==> src/rtl/morse_pkg.sv <==
// Shared symbol codes, FSM state type and result constants for the Morse sequencer.
package morse_pkg;
  localparam logic [1:0] SYM_NONE = 2'b00;
  localparam logic [1:0] SYM_DOT  = 2'b01;
  localparam logic [1:0] SYM_DASH = 2'b10;
  localparam logic [1:0] SYM_END  = 2'b11;

  localparam int         NUM_LANES   = 4;
  localparam int         LANE_W      = 8;
  localparam int         NUM_LETTERS = 26;
  localparam logic [4:0] INVALID_IDX = 5'd31;

  typedef logic [NUM_LANES-1:0][LANE_W-1:0] lanes_t;

  typedef enum logic [1:0] {
    COLLECT = 2'd0,
    EVAL    = 2'd1,
    OUT     = 2'd2
  } state_t;
endpackage

==> src/rtl/morse_lane_buf.sv <==
// Symbol lane buffer: four classifier lanes, symbol count (saturating at 4) and sticky overflow.
module morse_lane_buf
  import morse_pkg::*;
#(
  parameter logic [7:0] EMPTY_CODE = 8'd0
) (
  input  logic       clk,
  input  logic       rst_n,
  input  logic       wr,
  input  logic [7:0] wr_byte,
  input  logic       clr,
  output lanes_t     lanes,
  output logic [2:0] sym_cnt,
  output logic       ovf
);
  localparam logic [2:0] FULL = 3'(NUM_LANES);

  for (genvar i = 0; i < NUM_LANES; i++) begin : g_lane
    always_ff @(posedge clk or negedge rst_n) begin
      if (!rst_n)                             lanes[i] <= EMPTY_CODE;
      else if (clr)                           lanes[i] <= EMPTY_CODE;
      else if (wr && sym_cnt == 3'(i))        lanes[i] <= wr_byte;
    end
  end

  // Symbols beyond the fourth leave the lanes alone and only flag overflow.
  always_ff @(posedge clk or negedge rst_n) begin
    if (!rst_n) begin
      sym_cnt <= '0;
      ovf     <= 1'b0;
    end else if (clr) begin
      sym_cnt <= '0;
      ovf     <= 1'b0;
    end else if (wr) begin
      if (sym_cnt == FULL) ovf     <= 1'b1;
      else                 sym_cnt <= sym_cnt + 3'd1;
    end
  end
endmodule

==> src/rtl/morse_seq_ctrl.sv <==
// Sequencer around the combinational Morse classifier: collect symbols, settle, capture, hand off.
// Optional idle-timeout letter termination is enabled by defining MORSE_TIMEOUT_EN.
module morse_seq_ctrl
  import morse_pkg::*;
#(
  parameter logic [7:0] DOT_CODE   = 8'd127,
  parameter logic [7:0] DASH_CODE  = 8'd255,
  parameter logic [7:0] EMPTY_CODE = 8'd0,
  parameter int         NET_LAT    = 1,
  parameter int         TIMEOUT    = 64
) (
  input  logic       clk,
  input  logic       rst_n,
  input  logic       sym_valid,
  input  logic [1:0] sym_code,
  output logic       sym_ready,
  output logic [7:0] net_in1,
  output logic [7:0] net_in2,
  output logic [7:0] net_in3,
  output logic [7:0] net_in4,
  input  logic [4:0] net_out,
  output logic       letter_valid,
  output logic [4:0] letter_idx,
  output logic       letter_err,
  input  logic       letter_ready
);
  state_t     state, state_nxt;
  logic [3:0] lat_cnt, lat_nxt;
  lanes_t     lanes;
  logic [2:0] sym_cnt;
  logic       ovf;
  logic       sym_hs, is_mark, is_end, term, cap, clr;
  logic [4:0] idx_nxt;
  logic       err_nxt;

  // Ready depends on the registered state only.
  assign sym_ready = (state == COLLECT);
  assign sym_hs    = sym_valid & sym_ready;
  assign is_mark   = sym_hs && (sym_code == SYM_DOT || sym_code == SYM_DASH);
  assign is_end    = sym_hs && sym_code == SYM_END && (sym_cnt != 3'd0 || ovf);

`ifdef MORSE_TIMEOUT_EN
  logic [15:0] idle_cnt;
  logic        pending, timeout_hit;

  assign pending     = (sym_cnt != 3'd0) || ovf;
  assign timeout_hit = (state == COLLECT) && pending && (idle_cnt == 16'(TIMEOUT - 1));

  always_ff @(posedge clk or negedge rst_n) begin
    if (!rst_n)                               idle_cnt <= '0;
    else if (state != COLLECT || sym_hs || timeout_hit) idle_cnt <= '0;
    else if (pending)                         idle_cnt <= idle_cnt + 16'd1;
  end

  assign term = is_end || timeout_hit;
`else
  logic unused_timeout;
  assign unused_timeout = ^TIMEOUT;
  assign term = is_end;
`endif

  morse_lane_buf #(.EMPTY_CODE(EMPTY_CODE)) u_lane_buf (
    .clk     (clk),
    .rst_n   (rst_n),
    .wr      (is_mark),
    .wr_byte ((sym_code == SYM_DASH) ? DASH_CODE : DOT_CODE),
    .clr     (clr),
    .lanes   (lanes),
    .sym_cnt (sym_cnt),
    .ovf     (ovf)
  );

  assign net_in1 = lanes[0];
  assign net_in2 = lanes[1];
  assign net_in3 = lanes[2];
  assign net_in4 = lanes[3];

  always_comb begin
    state_nxt = state;
    lat_nxt   = lat_cnt;
    cap       = 1'b0;
    clr       = 1'b0;
    idx_nxt   = net_out;
    err_nxt   = 1'b0;
    if (ovf || net_out >= 5'(NUM_LETTERS)) begin
      idx_nxt = INVALID_IDX;
      err_nxt = 1'b1;
    end
    unique case (state)
      COLLECT: if (term) begin
        state_nxt = EVAL;
        lat_nxt   = 4'(NET_LAT);
      end
      EVAL: if (lat_cnt == 4'd0) begin
        cap       = 1'b1;
        state_nxt = OUT;
      end else begin
        lat_nxt = lat_cnt - 4'd1;
      end
      OUT: if (letter_ready) begin
        clr       = 1'b1;
        state_nxt = COLLECT;
      end
      default: state_nxt = COLLECT;
    endcase
  end

  always_ff @(posedge clk or negedge rst_n) begin
    if (!rst_n) begin
      state        <= COLLECT;
      lat_cnt      <= '0;
      letter_valid <= 1'b0;
      letter_idx   <= '0;
      letter_err   <= 1'b0;
    end else begin
      state   <= state_nxt;
      lat_cnt <= lat_nxt;
      if (cap) begin
        letter_valid <= 1'b1;
        letter_idx   <= idx_nxt;
        letter_err   <= err_nxt;
      end else if (clr) begin
        letter_valid <= 1'b0;
      end
    end
  end
endmodule

==> config.mk <==
export PLATFORM = sky130hd
export DESIGN_NAME = morse_seq_ctrl
export DESIGN_NICKNAME = d
export VERILOG_FILES = /design/src/rtl/morse_pkg.sv /design/src/rtl/morse_lane_buf.sv /design/src/rtl/morse_seq_ctrl.sv
export SDC_FILE = /design/constraint.sdc
export NUM_CORES = 1
export LEC_CHECK = 0
export CORE_UTILIZATION = 48
export CTS_CLUSTER_DIAMETER = 40
export DETAILED_ROUTE_END_ITERATION = 16
export PLACE_DENSITY_LB_ADDON = 0.05
export SETUP_SLACK_MARGIN = 0.5
export SLEW_MARGIN = 20
export SYNTH_ARGS = -nofsm -noshare
export SYNTH_HDL_FRONTEND = slang
export SYNTH_SLANG_ARGS = --single-unit
==> constraint.sdc <==
create_clock -name clk -period 2.4 [get_ports clk]
set_input_delay 0.24 -clock clk [delete_from_list [all_inputs] [get_ports clk]]
set_output_delay 0.24 -clock clk [all_outputs]
set_load 0.05 [all_outputs]
# Word level (Yosys, flattened, before mapping)
# Index checks and enable logic that the tools add are counted.
[op_classes]
add_sub_neg = 2
magnitude_cmp = 1
eq_ne = 14
muxes = 30
n_bitwise = 1
reduce_logical = 26
[ops]
columns = ["op", "n"]
rows = [
  ["8-bit two-way mux", 9],
  ["2-bit nonzero test", 8],
  ["1-bit two-way mux", 10],
  ["3-bit two-way mux", 3],
  ["4-bit two-way mux", 2],
  ["2-bit != test, second input constant", 4],
  ["4-bit case mux with 2 select lines", 1],
  ["1-bit logical AND", 7],
  ["2-bit equality test, second input constant", 3],
  ["3-bit by 2-bit equality test with 1-bit output, second input constant", 2],
  ["2-bit two-way mux", 3],
  ["2-bit case mux with 3 select lines", 1],
  ["3-bit AND reduction", 2],
  ["5-bit greater-or-equal comparator, second input constant", 1],
  ["5-bit two-way mux", 1],
  ["2-bit by 1-bit equality test with 1-bit output, second input constant", 2],
  ["4-bit logical NOT", 1],
  ["2-bit AND reduction", 2],
  ["4-bit by 1-bit subtractor with 4-bit output, second input constant", 1],
  ["3-bit by 1-bit adder with 3-bit output, second input constant", 1],
  ["3-bit by 1-bit equality test with 1-bit output, second input constant", 1],
  ["3-bit equality test, second input constant", 1],
  ["3-bit logical NOT", 1],
  ["1-bit logical OR", 3],
  ["other kinds (4)", 4],
]
[totals]
register_bits = 49
input_bits = 11
out_inout_bits = 40
wordCells = 85

# Logic depth before layout (Yosys ltp)
# Gate-level depths: netlist (run 1).
[depth]
word_depth = 6
mapped_depth = 6
ltp_nobuf = 5

# Cells and area by module
# From an unflattened synthesis (run 1), not the netlist that was laid out.
[unflattened]
cells_unflattened = 237
hier_area_um2 = 2343.5
[by_module_without_submodules]
columns = ["module", "n_inst", "cells_per_inst", "area_each_um2", "seq_area_each_um2"]
rows = [
  ["morse_lane_buf", 1, 168, 1635.3, 900.9],
  ["morse_seq_ctrl", 1, 69, 708.2, 325.3],
]

# Worst setup path before layout (run 1)
# OpenSTA, ideal clock, no wires.
[synth_path]
path_type = "register -> register"
startpoint = "reg u_lane_buf.sym_cnt[0]"
endpoint = "reg lat_cnt[1]"
setup_time_ps = 128
arrival_ps = 1415
t_required_ps = 2272
path_slack_ps = 858
stages_incl_launch_ff = 6
path_buffers = 0
synth_period_minus_slack_ps = 1542
cell_sequence = "dfrtp_1 > inv_1 > ha_1 > nor3b_1 > o22ai_2 > mux2_1"
[synth_between]
elab_chain_len = 5
[synth_lines]
columns = ["element", "line", "text"]
rows = [
  ["start, declared", "morse_lane_buf.sv:13", "output logic [2:0] sym_cnt,"],
  ["start signal, assigned", "morse_lane_buf.sv:36", "else sym_cnt <= sym_cnt + 3'd1;"],
  ["3-bit nonzero test", "morse_seq_ctrl.sv:40", "assign is_end = sym_hs && sym_code == SYM_END && (sym_cnt != 3'd0 || ovf);"],
  ["1-bit logical OR", "morse_seq_ctrl.sv:40", ""],
  ["1-bit logical AND", "morse_seq_ctrl.sv:40", ""],
  ["2-bit by 1-bit != test with 1-bit output (no line)", "--", ""],
  ["3-bit AND reduction (no line)", "--", ""],
  ["end signal, assigned", "morse_seq_ctrl.sv:117", "lat_cnt <= lat_nxt;"],
  ["end, declared", "morse_seq_ctrl.sv:28", "logic [3:0] lat_cnt, lat_nxt;"],
]
# No other way between the ends.
# A chain may end at the register's enable or synchronous reset.

==> results of run 1 <==
==> timing repair <==
action	CTS	global route
buffers inserted	0	0
resized for setup	7	22
pin swaps	0	0
gates cloned	0	0
hold endpoints to repair	0	0
endpoints found under the setup margin	13	23
==> per-stage QoR <==
stage / instance area [µm²] / instances / hold slack, ps / util, %
2_1_floorplan: 1460 / 145 / -55.6 / -
3_3_place_gp: 1810 / 200 / 474 / 63.9
3_5_place_dp: 1810 / 200 / 489 / 63.9
4_1_cts: 1830 / 204 / 276 / 64.6
5_1_grt: 1880 / 204 / 279 / 66.6
6_report: 1880 / 204 / 274 / 66.6
==> worst paths after layout <==
check	end	slack, ps	depth (start not counted)
min in group clk	letter_idx[0]	510	2
worst min-delay path	u_lane_buf.lanes[22]	270	2
worst max-delay path	net_in2[3]	550	1
max in group asynchronous	u_lane_buf.lanes[6]	1880	2
worst min register to register	letter_idx[2]	520	1
worst max register to register	lat_cnt[1]	720	5
==> cells by family (layout without fill, tap and decap cells) <==
| family | count (synthesis) | in the layout | share of synthesized area, % |
|---|---|---|---|
| buf+inv | 35 | 63 | 16.0 |
| simple gates | 42 | 42 | 18.3 |
| compound gates | 34 | 34 | 15.2 |
| fa+ha+maj | 8 | 8 | 6.85 |
| flops | 25 | 25 | 42.8 |
| mux | 1 | 1 | 0.770 |
==> routing by layer <==
layer	up-vias	GRT usage, %	part of all wire (%)
met1	533	22.7	45
met5	-	0	0
met3	4	2.04	3.9
met4	0	6.27	1.4
met2	32	32.1	50
li1	535	-	-
==> sequential cells by signal, summed over array words and instances, names as in the netlist <==
signal              count
letter_valid            1
state                   2
u_lane_buf.sym_cnt      3
u_lane_buf.lanes        8
letter_err              1
u_lane_buf.ovf          1
letter_idx              5
lat_cnt                 4
==> layout by cell type, fill, tap and decap left out, drive strengths merged, types with 2 or more instances in the layout <==
cell | synthesis | layout
a21bo | 2 | 2
a21oi | 15 | 15
and3b | 2 | 2
buf | 27 | 2
clkbuf | 1 | 3
clkdlybuf4s50 | 0 | 22
dfrtp | 25 | 25
dlygate4sd2 | 0 | 7
dlymetal6s2s | 0 | 21
ha | 8 | 8
inv | 7 | 7
nand2 | 2 | 2
nand2b | 4 | 4
nand3 | 5 | 5
nand3b | 2 | 2
nor2 | 12 | 12
nor2b | 2 | 2
nor3 | 2 | 2
nor3b | 3 | 3
o21a | 2 | 2
o21ai | 5 | 5
o22a | 3 | 3
o22ai | 2 | 2
==> cells in the mapped netlist, types with 3 or more instances <==
master and count:
a21oi_1 15, buf_4 25, dfrtp_1 25, ha_1 8, inv_1 7, nand2b_1 4, nand3_1 5, nor2_1 12
nor3b_1 3, o21ai_1 5, o22a_1 3
==> layout make-up <==
type / count / area, µm² / share of cell area (%)
clock buffers: 3 / 22.5 / 1.20
repair buffers: 52 / 559 / 29.7
multi-input cells: 85 / 607 / 32.2
flip-flops and latches: 25 / 626 / 33.2
well taps: 31 / 38.8 / 2.06
clock inverters: 1 / 5.00 / 0.266
inverters: 7 / 26.3 / 1.39
==> results.md, run 1 <==
- Core footprint: 2830 µm²
- Clk slew on worst S/H paths: 130 ps
- Clock Skew: 2.62 ps
- Post-Synthesis Cells: 145
- Drt via density: between 5 and 6
- Routed Antenna Nets: 0
- HPWL after DPL: 2060 µm
- Unique masters post-synth: 38
- Setup_tns: 0 ps
- Critical-path maximum fanout: 8
- Maximum root-to-sink buffer count: 2
- Initial Util: 51.7%
- Fillers: about 230
- I/O Pins: between 50 and 60
- Shortest period the worst path allows: 1850 ps
- Crit-path max cell delay: 840 ps
- Cell taking the most area after synthesis: dfrtp_1
- Sequential share of the synthesized area: 42.8%
- Top post-synthesis cells by area: dfrtp_1 43%, buf_4 13%, ha_1 6.8%, a21oi_1 5.1%, nor2_1 3.1%
- Total CTS buffers: 3
- Avg WL per Cell: 13.8 µm
- Clk root buf: clkbuf_4
- Bufs and invs on worst path: 1
- N_diodes: 0
- Status: complete, but fails checks
- I/O Buffers: 50
- RSZ-0062 raised after global routing: false
- Max Freq: 0.541 GHz
- Layout cell share with drive strength beyond 1: under 10%
- First-pass GRT wire length: 4580 µm
- Row cnt: 19
- EDFF count, synth: 0
- Die span in y: 57.2 µm
- CP Cell Sequence: clkdlybuf4s50_1
- Clock latency on the worst-skew pair: 310 ps
- Final hold viol count: 0
- Detailed Route WL: 2810 µm
- Worst setup EP type: output port
- Synth warnings: 0
- Grt total ovfl: 0
- Yosys top cell area share: 42.8%
- Max stage delay cell, worst path: clkdlybuf4s50_1
- First-pass DRT Iterations: 10
- Syn nets: 164
- Final worst slack: 552 ps
- Die width: approximately 57 µm
- CP delay by family, top: buffers and inverters
- CTS tree: done
- Setup violators final: 0
- Area delta synth->final: 28.9%
- Reg-to-reg startpoint: u_lane_buf.sym_cnt[0]
- Synthesized area: 1460 µm²
- Largest net degree at the start of global routing: 26
- # clock sinks: 25
- Nets@finish: 193
- GPL Wtd Cong: 0.767
- Worst Setup Start Kind: flop
- Die area: 3270 µm²
- Starting DRT DRC Count: 30
- Number of global-route vias before repair: 1024
- Final Cycle Share: slightly below 80%
- Synth Register Bits: 25
- Slew margin rel.: 66.0%
- Synth Flop Type: dfrtp_1
- Hold crit path type: input port to asynchronous set/reset pin
- H-tree depth: 1
- Avg Cell Area, Syn: roughly 10 µm²
- WS Path Type: flop to output port
- Worst EP required: 2160 ps
- Vias: roughly 1.1k
- Failing checks: DRC
- Global-route usage over all layers: about 18%
- Pins Over Slew Limit: 0
- Initial antenna violation count: 0
- Worst-Margin Slew: 510 ps
- Cts hold-fix bufs: 0
- Critical path origin: u_lane_buf.lanes[14]
- Ys async rst share: 100%
- DRC viols: 5
- Setup WS pre-CTS: 355 ps
- Critical Path AT: ~1600 ps
- MaxCap Viol Count: 0
Power of run 1 is not shown: default switching activity piles up to over one toggle a cycle in this logic, so the estimate is an artifact.
==> inputs of run 2 (changes only) <==
--- a/config.mk
+++ b/config.mk
@@ -5,7 +5,7 @@
 export SDC_FILE = /design/constraint.sdc
 export NUM_CORES = 1
 export LEC_CHECK = 0
-export CORE_UTILIZATION = 48
+export CORE_UTILIZATION = 45
 export CTS_CLUSTER_DIAMETER = 40
 export DETAILED_ROUTE_END_ITERATION = 16
 export PLACE_DENSITY_LB_ADDON = 0.05
==> constraint.sdc (replaced) <==
create_clock -name clk -period 1.8 [get_ports clk]
set_input_delay 0.18 -clock clk [delete_from_list [all_inputs] [get_ports clk]]
set_output_delay 0.18 -clock clk [all_outputs]
set_load 0.05 [all_outputs]
==> results.md, run 2 (synthesis results as in run 1) <==
- Number of global-route vias before repair: between 1k and 1.5k
- Routed Antenna Nets: 0
- Most frequent cells in the layout: 41 x buf_4, 21 x dfrtp_1, 11 x nor2_1, 10 x a21oi_1, 8 x clkdlybuf4s50_1
- Layout cell share with drive strength beyond 1: 53.6%
- Grt total ovfl: 0
- Avg WL per Cell: 13.5 µm
- Maximum root-to-sink buffer count: 2
- Total CTS buffers: 3
- Drt via density: 5.01
- CP delay by family, top: simple AND/OR/NAND/NOR gates
- Most common library cell in the layout ignoring fill and taps: buf_4
- Cts hold-fix bufs: 0
- Setup violators final: 0
- Initial antenna violation count: 0
- First-pass DRT Iterations: 5
- I/O Buffers: 50
- Starting DRT DRC Count: 30
- N_diodes: 0
- Nets@finish: 214
- Die span in y: 59.0 µm
- Setup_tns: 0 ps
- Bufs and invs on worst path: 0
- Clock Skew: 4.64 ps
- Global-route usage over all layers: 19.0%
- HPWL after DPL: roughly 2100 µm
- Slew margin rel.: between 70% and 80%
- Largest registers: u_lane_buf.lanes: 8 flops, letter_idx: 5 flops, lat_cnt: 4 flops
- Detailed Route WL: around 3200 µm
- Crit-path max cell delay: 620 ps
- RSZ-0062 raised after global routing: true
- CTS tree: done
- Shortest period the worst path allows: approximately 1400 ps
- Final Cycle Share: 79.9%
- Die area: 3480 µm²
- Critical-path maximum fanout: 6
- H-tree depth: 1
- Vias: 1193
- I/O Pins: 51
- Worst setup EP type: flop
- Post-route cell area: between 2000 and 2500 µm²
- Row cnt: 20
- Clk slew on worst S/H paths: 130 ps
- Worst-Margin Slew: 329 ps
- Max Freq: about 0.70 GHz
- Biggest register: u_lane_buf.lanes
- First-pass GRT wire length: 4910 µm
- Final hold viol count: 0
- Core footprint: 3080 µm²
- Max stage delay cell, worst path: or4b_4
- Slack of the worst reg-to-reg path: 360 ps
- DRC viols: 0
- Setup WS pre-CTS: -106 ps
- Initial Util: 47.5%
- Clock latency on the worst-skew pair: 320 ps
- Post-DP Area: 1860 µm²
- Final worst slack: 362 ps
- Pins Over Slew Limit: 0
- Die width: about 59 µm
- GPL Wtd Cong: 0.758
- Status: finished clean
- CP Cell Sequence: or4b_4 > o21ai_2 > a21oi_2
- Hold crit path type: input port to asynchronous set/reset pin
- # clock sinks: 25
- Critical Path AT: 1650 ps
- Max reg flops: 8
- Worst Setup Start Kind: flop
- Area delta synth->final: 42.7%
- WS Path Type: flop to flop
- Worst EP required: about 2000 ps
- MaxCap Viol Count: 0
- Clk root buf: clkbuf_4
- Largest net degree at the start of global routing: 26
run 2: changes by cell type in the layout (fill, tap and decap cells not counted), moves of 5 or more:
cell,before,now
a21oi_1,15,10
a21oi_2,0,5
buf_2,0,6
buf_4,2,41
clkdlybuf4s15_2,0,7
clkdlybuf4s50_1,22,8
dlygate4sd2_1,7,2
dlymetal6s2s_1,21,0
inv_1,7,2
inv_2,0,5
o21ai_1,5,0
o21ai_2,0,5
run 2: final cells by class:
class / instances / area (µm²)
clock buffers: 4 / 26.3
fillers: 261 / 992
inverters: 7 / 26.3
multi-input cells: 86 / 744
flip-flops and latches: 25 / 631
well taps: 44 / 55.1
repair buffers: 72 / 603
run 2: final timing paths:
check / end / depth (start not counted) / startpoint
setup / recovery: u_lane_buf.lanes[31] / 3 / state[0]
hold / removal: u_lane_buf.sym_cnt[0] / 2 / rst_n
setup reg to reg: u_lane_buf.lanes[31] / 3 / state[0]
hold reg to reg: letter_valid / 1 / letter_valid
max in group asynchronous: u_lane_buf.lanes[6] / 2 / rst_n
min in group clk: u_lane_buf.lanes[15] / 5 / sym_code[0]
run 2: worst register-to-register path, stage by stage (launching register included):
cell and delay [ps]:
dfrtp_2 470, or4b_4 620, o21ai_2 180, a21oi_2 60
run 2: per-layer routing:
layer | vias to the layer above | wire (µm) | GRT usage, %
met1 | 571 | 1360 | 24.0
met3 | 4 | 137 | 2.18
met2 | 36 | 1680 | 32.8
li1 | 582 | - | -
met4 | 0 | 36 | 8.16
met5 | - | 0 | 0
run 2: through the flow:
| step | std cells | util, % | hold WS [ps] |
|---|---|---|---|
| finish | 238 | 67.8 | 215 |
| CTS | 233 | 65.0 | 209 |
| floorplan | 145 | - | -116 |
| global placement | 219 | 60.3 | 466 |
| global route | 238 | 67.8 | 220 |
| detailed placement | 219 | 60.3 | 477 |
run 2: what timing repair did:
action                                  CTS  global route
buffers inserted                         10             4
pin swaps                                12            11
cloned                                    0             1
resized for setup                        77            25
endpoints found under the setup margin   42            40
Power of run 2 is left out for the same reason.
==> inputs of run 3 (changes only) <==
--- a/config.mk
+++ b/config.mk
@@ -5,7 +5,7 @@
 export SDC_FILE = /design/constraint.sdc
 export NUM_CORES = 1
 export LEC_CHECK = 0
-export CORE_UTILIZATION = 45
+export CORE_UTILIZATION = 40
 export CTS_CLUSTER_DIAMETER = 40
 export DETAILED_ROUTE_END_ITERATION = 16
 export PLACE_DENSITY_LB_ADDON = 0.05
==> constraint.sdc (replaced) <==
create_clock -name clk -period 1.3 [get_ports clk]
set_input_delay 0.13 -clock clk [delete_from_list [all_inputs] [get_ports clk]]
set_output_delay 0.13 -clock clk [all_outputs]
set_load 0.05 [all_outputs]
==> results.md, run 3 (synthesis results as in run 1) <==
- Setup violators final: 25
- Most frequent cells in the layout: 41 x buf_12, 31 x buf_4, 19 x dfrtp_1, 10 x a21oi_2, 9 x nor2_1
- Number of global-route vias before repair: between 1k and 1.5k
- RSZ-0062 raised after global routing: true
- First-pass GRT wire length: 6290 µm
- Post-DP Area: 2500 µm²
- Die span in y: 62.4 µm
- Post-route cell area: 2840 µm²
- M2 GR Usage: 34.9%
- Top Usage Layer GRT: met2
- I/O Buffers: 50
- Max Freq: 0.680 GHz
- Final hold viol count: 0
- Row cnt: 21
- Number of instances in the placed design: 237
- Util after Layout: 83.2%
- Critical Path AT: ~1700 ps
- Most common library cell in the layout ignoring fill and taps: buf_12
- Setup_tns: -2160 ps
- Core footprint: between 3000 and 4000 µm²
- Worst Setup Start Kind: flop
- Failing checks: setup timing
- End of the worst register-to-register path: u_lane_buf.lanes[7]
- I/O Pins: 51
- Maximum root-to-sink buffer count: 2
- Shortest period the worst path allows: around 1500 ps
- Reg-to-reg startpoint: state[0]
- Biggest register: u_lane_buf.lanes
- First-pass DRT Iterations: 4
- WS Path Type: flop to flop
- Clock latency on the worst-skew pair: 320 ps
- Critical-path maximum fanout: 7
- Final Non-Filler Cells: 256
- Clock Skew: 3.46 ps
- Nets@finish: 230
- Worst-Margin Slew: 453 ps
- Global-route usage over all layers: 19.9%
- Total CTS buffers: 3
- Pins Over Slew Limit: 0
- Slew margin rel.: between 60 and 70%
- Cts hold-fix bufs: 0
- Initial Util: 42.8%
- CP Cell Sequence: buf_6 > nor4b_4 > buf_6 > nand4_1 > a21oi_2
- Largest net degree at the start of global routing: 26
- CP dominant cell by count: buf_6
- Detailed Route WL: 4140 µm
- GPL Wtd Cong: 0.742
- Area delta synth->final: 94.5%
- HPWL after DPL: about 2600 µm
- Crit-path max cell delay: 490 ps
- # clock sinks: 25
- Layout cell share with drive strength beyond 1: between 60% and 70%
- Worst setup EP type: flop
- Die width: 62.4 µm
- Avg WL per Cell: 16.2 µm
- Status: complete, but fails checks
- Max reg flops: 8
- CTS tree: done
- Critical path origin: state[0]
- Worst reg2reg path depth: 5
- Largest registers: u_lane_buf.lanes: 8 flops, letter_idx: 5 flops, lat_cnt: 4 flops
- Clk slew on worst S/H paths: 140 ps
- Clk root buf: clkbuf_4
- Die area: 3900 µm²
- H-tree depth: 1
- Hold crit path type: input port to asynchronous set/reset pin
- Drt via density: 5.02
- Grt total ovfl: 0
- CP delay by family, top: flip-flops
- N_diodes: 0
- Critical Path End: u_lane_buf.lanes[7]
- Max stage delay cell, worst path: dfrtp_2
- Bufs and invs on worst path: 2
- Starting DRT DRC Count: 16
- MaxCap Viol Count: 0
- Initial antenna violation count: 0
- Final Cycle Share: 113%
- Slack of the worst reg-to-reg path: -170 ps
- Routed Antenna Nets: 0
- Vias: approximately 1.3k
- Grt met3 use: about 3.5%
- DRC viols: 0
- Met1 GRT Util: 25.4%
- Final worst slack: -170 ps
- Worst EP required: 1560 ps
- Critical Path Stages: 5
[run 3: area by class of cell]
cell class / count / area, µm²
timing repair buffer: 89 / 1230
clock buffer: 4 / 26.3
tap: 46 / 57.6
inverter: 7 / 26.3
multi-input combinational: 85 / 860
sequential: 25 / 643
fill: 183 / 573
[run 3: worst min-delay path by stage]
stage                           end  slack [ps]  depth (start not counted)
2_1_floorplan            lat_cnt[0]        -170                          0
3_3_place_gp   u_lane_buf.lanes[14]         530                          2
3_5_place_dp   u_lane_buf.lanes[14]         540                          2
4_1_cts        u_lane_buf.lanes[14]         190                          2
5_1_grt         u_lane_buf.lanes[6]         200                          2
6_report       u_lane_buf.lanes[14]         170                          2
[run 3: routing by layer]
metal | up-vias | wire length, µm | part of all wire, %
met4 | 0 | 33 | 0.80
met1 | 641 | 1760 | 43
met3 | 4 | 184 | 4.4
li1 | 606 | - | -
met2 | 35 | 2160 | 52
met5 | - | 0 | 0
[run 3: timing repair]
item | in CTS | in global routing
pin swaps | 6 | 12
cloned | 0 | 1
setup buffers | 8 | 6
setup endpoints to repair | 65 | 65
gates resized for setup | 27 | 25
[run 3: worst register-to-register path, cell delays in order, from the launching register on]
cell	delay, ps
dfrtp_2	490
buf_6	140
nor4b_4	340
buf_6	190
nand4_1	120
a21oi_2	140
[run 3: through the flow]
step                      hold WS, ps  worst slack [ps]
final                             173              -170
after floorplan                  -166             -72.5
after global placement            528              -544
after detailed placement          539              -572
after CTS                         186              -118
after global routing              204              -239
Power of run 3 is left out for the same reason.
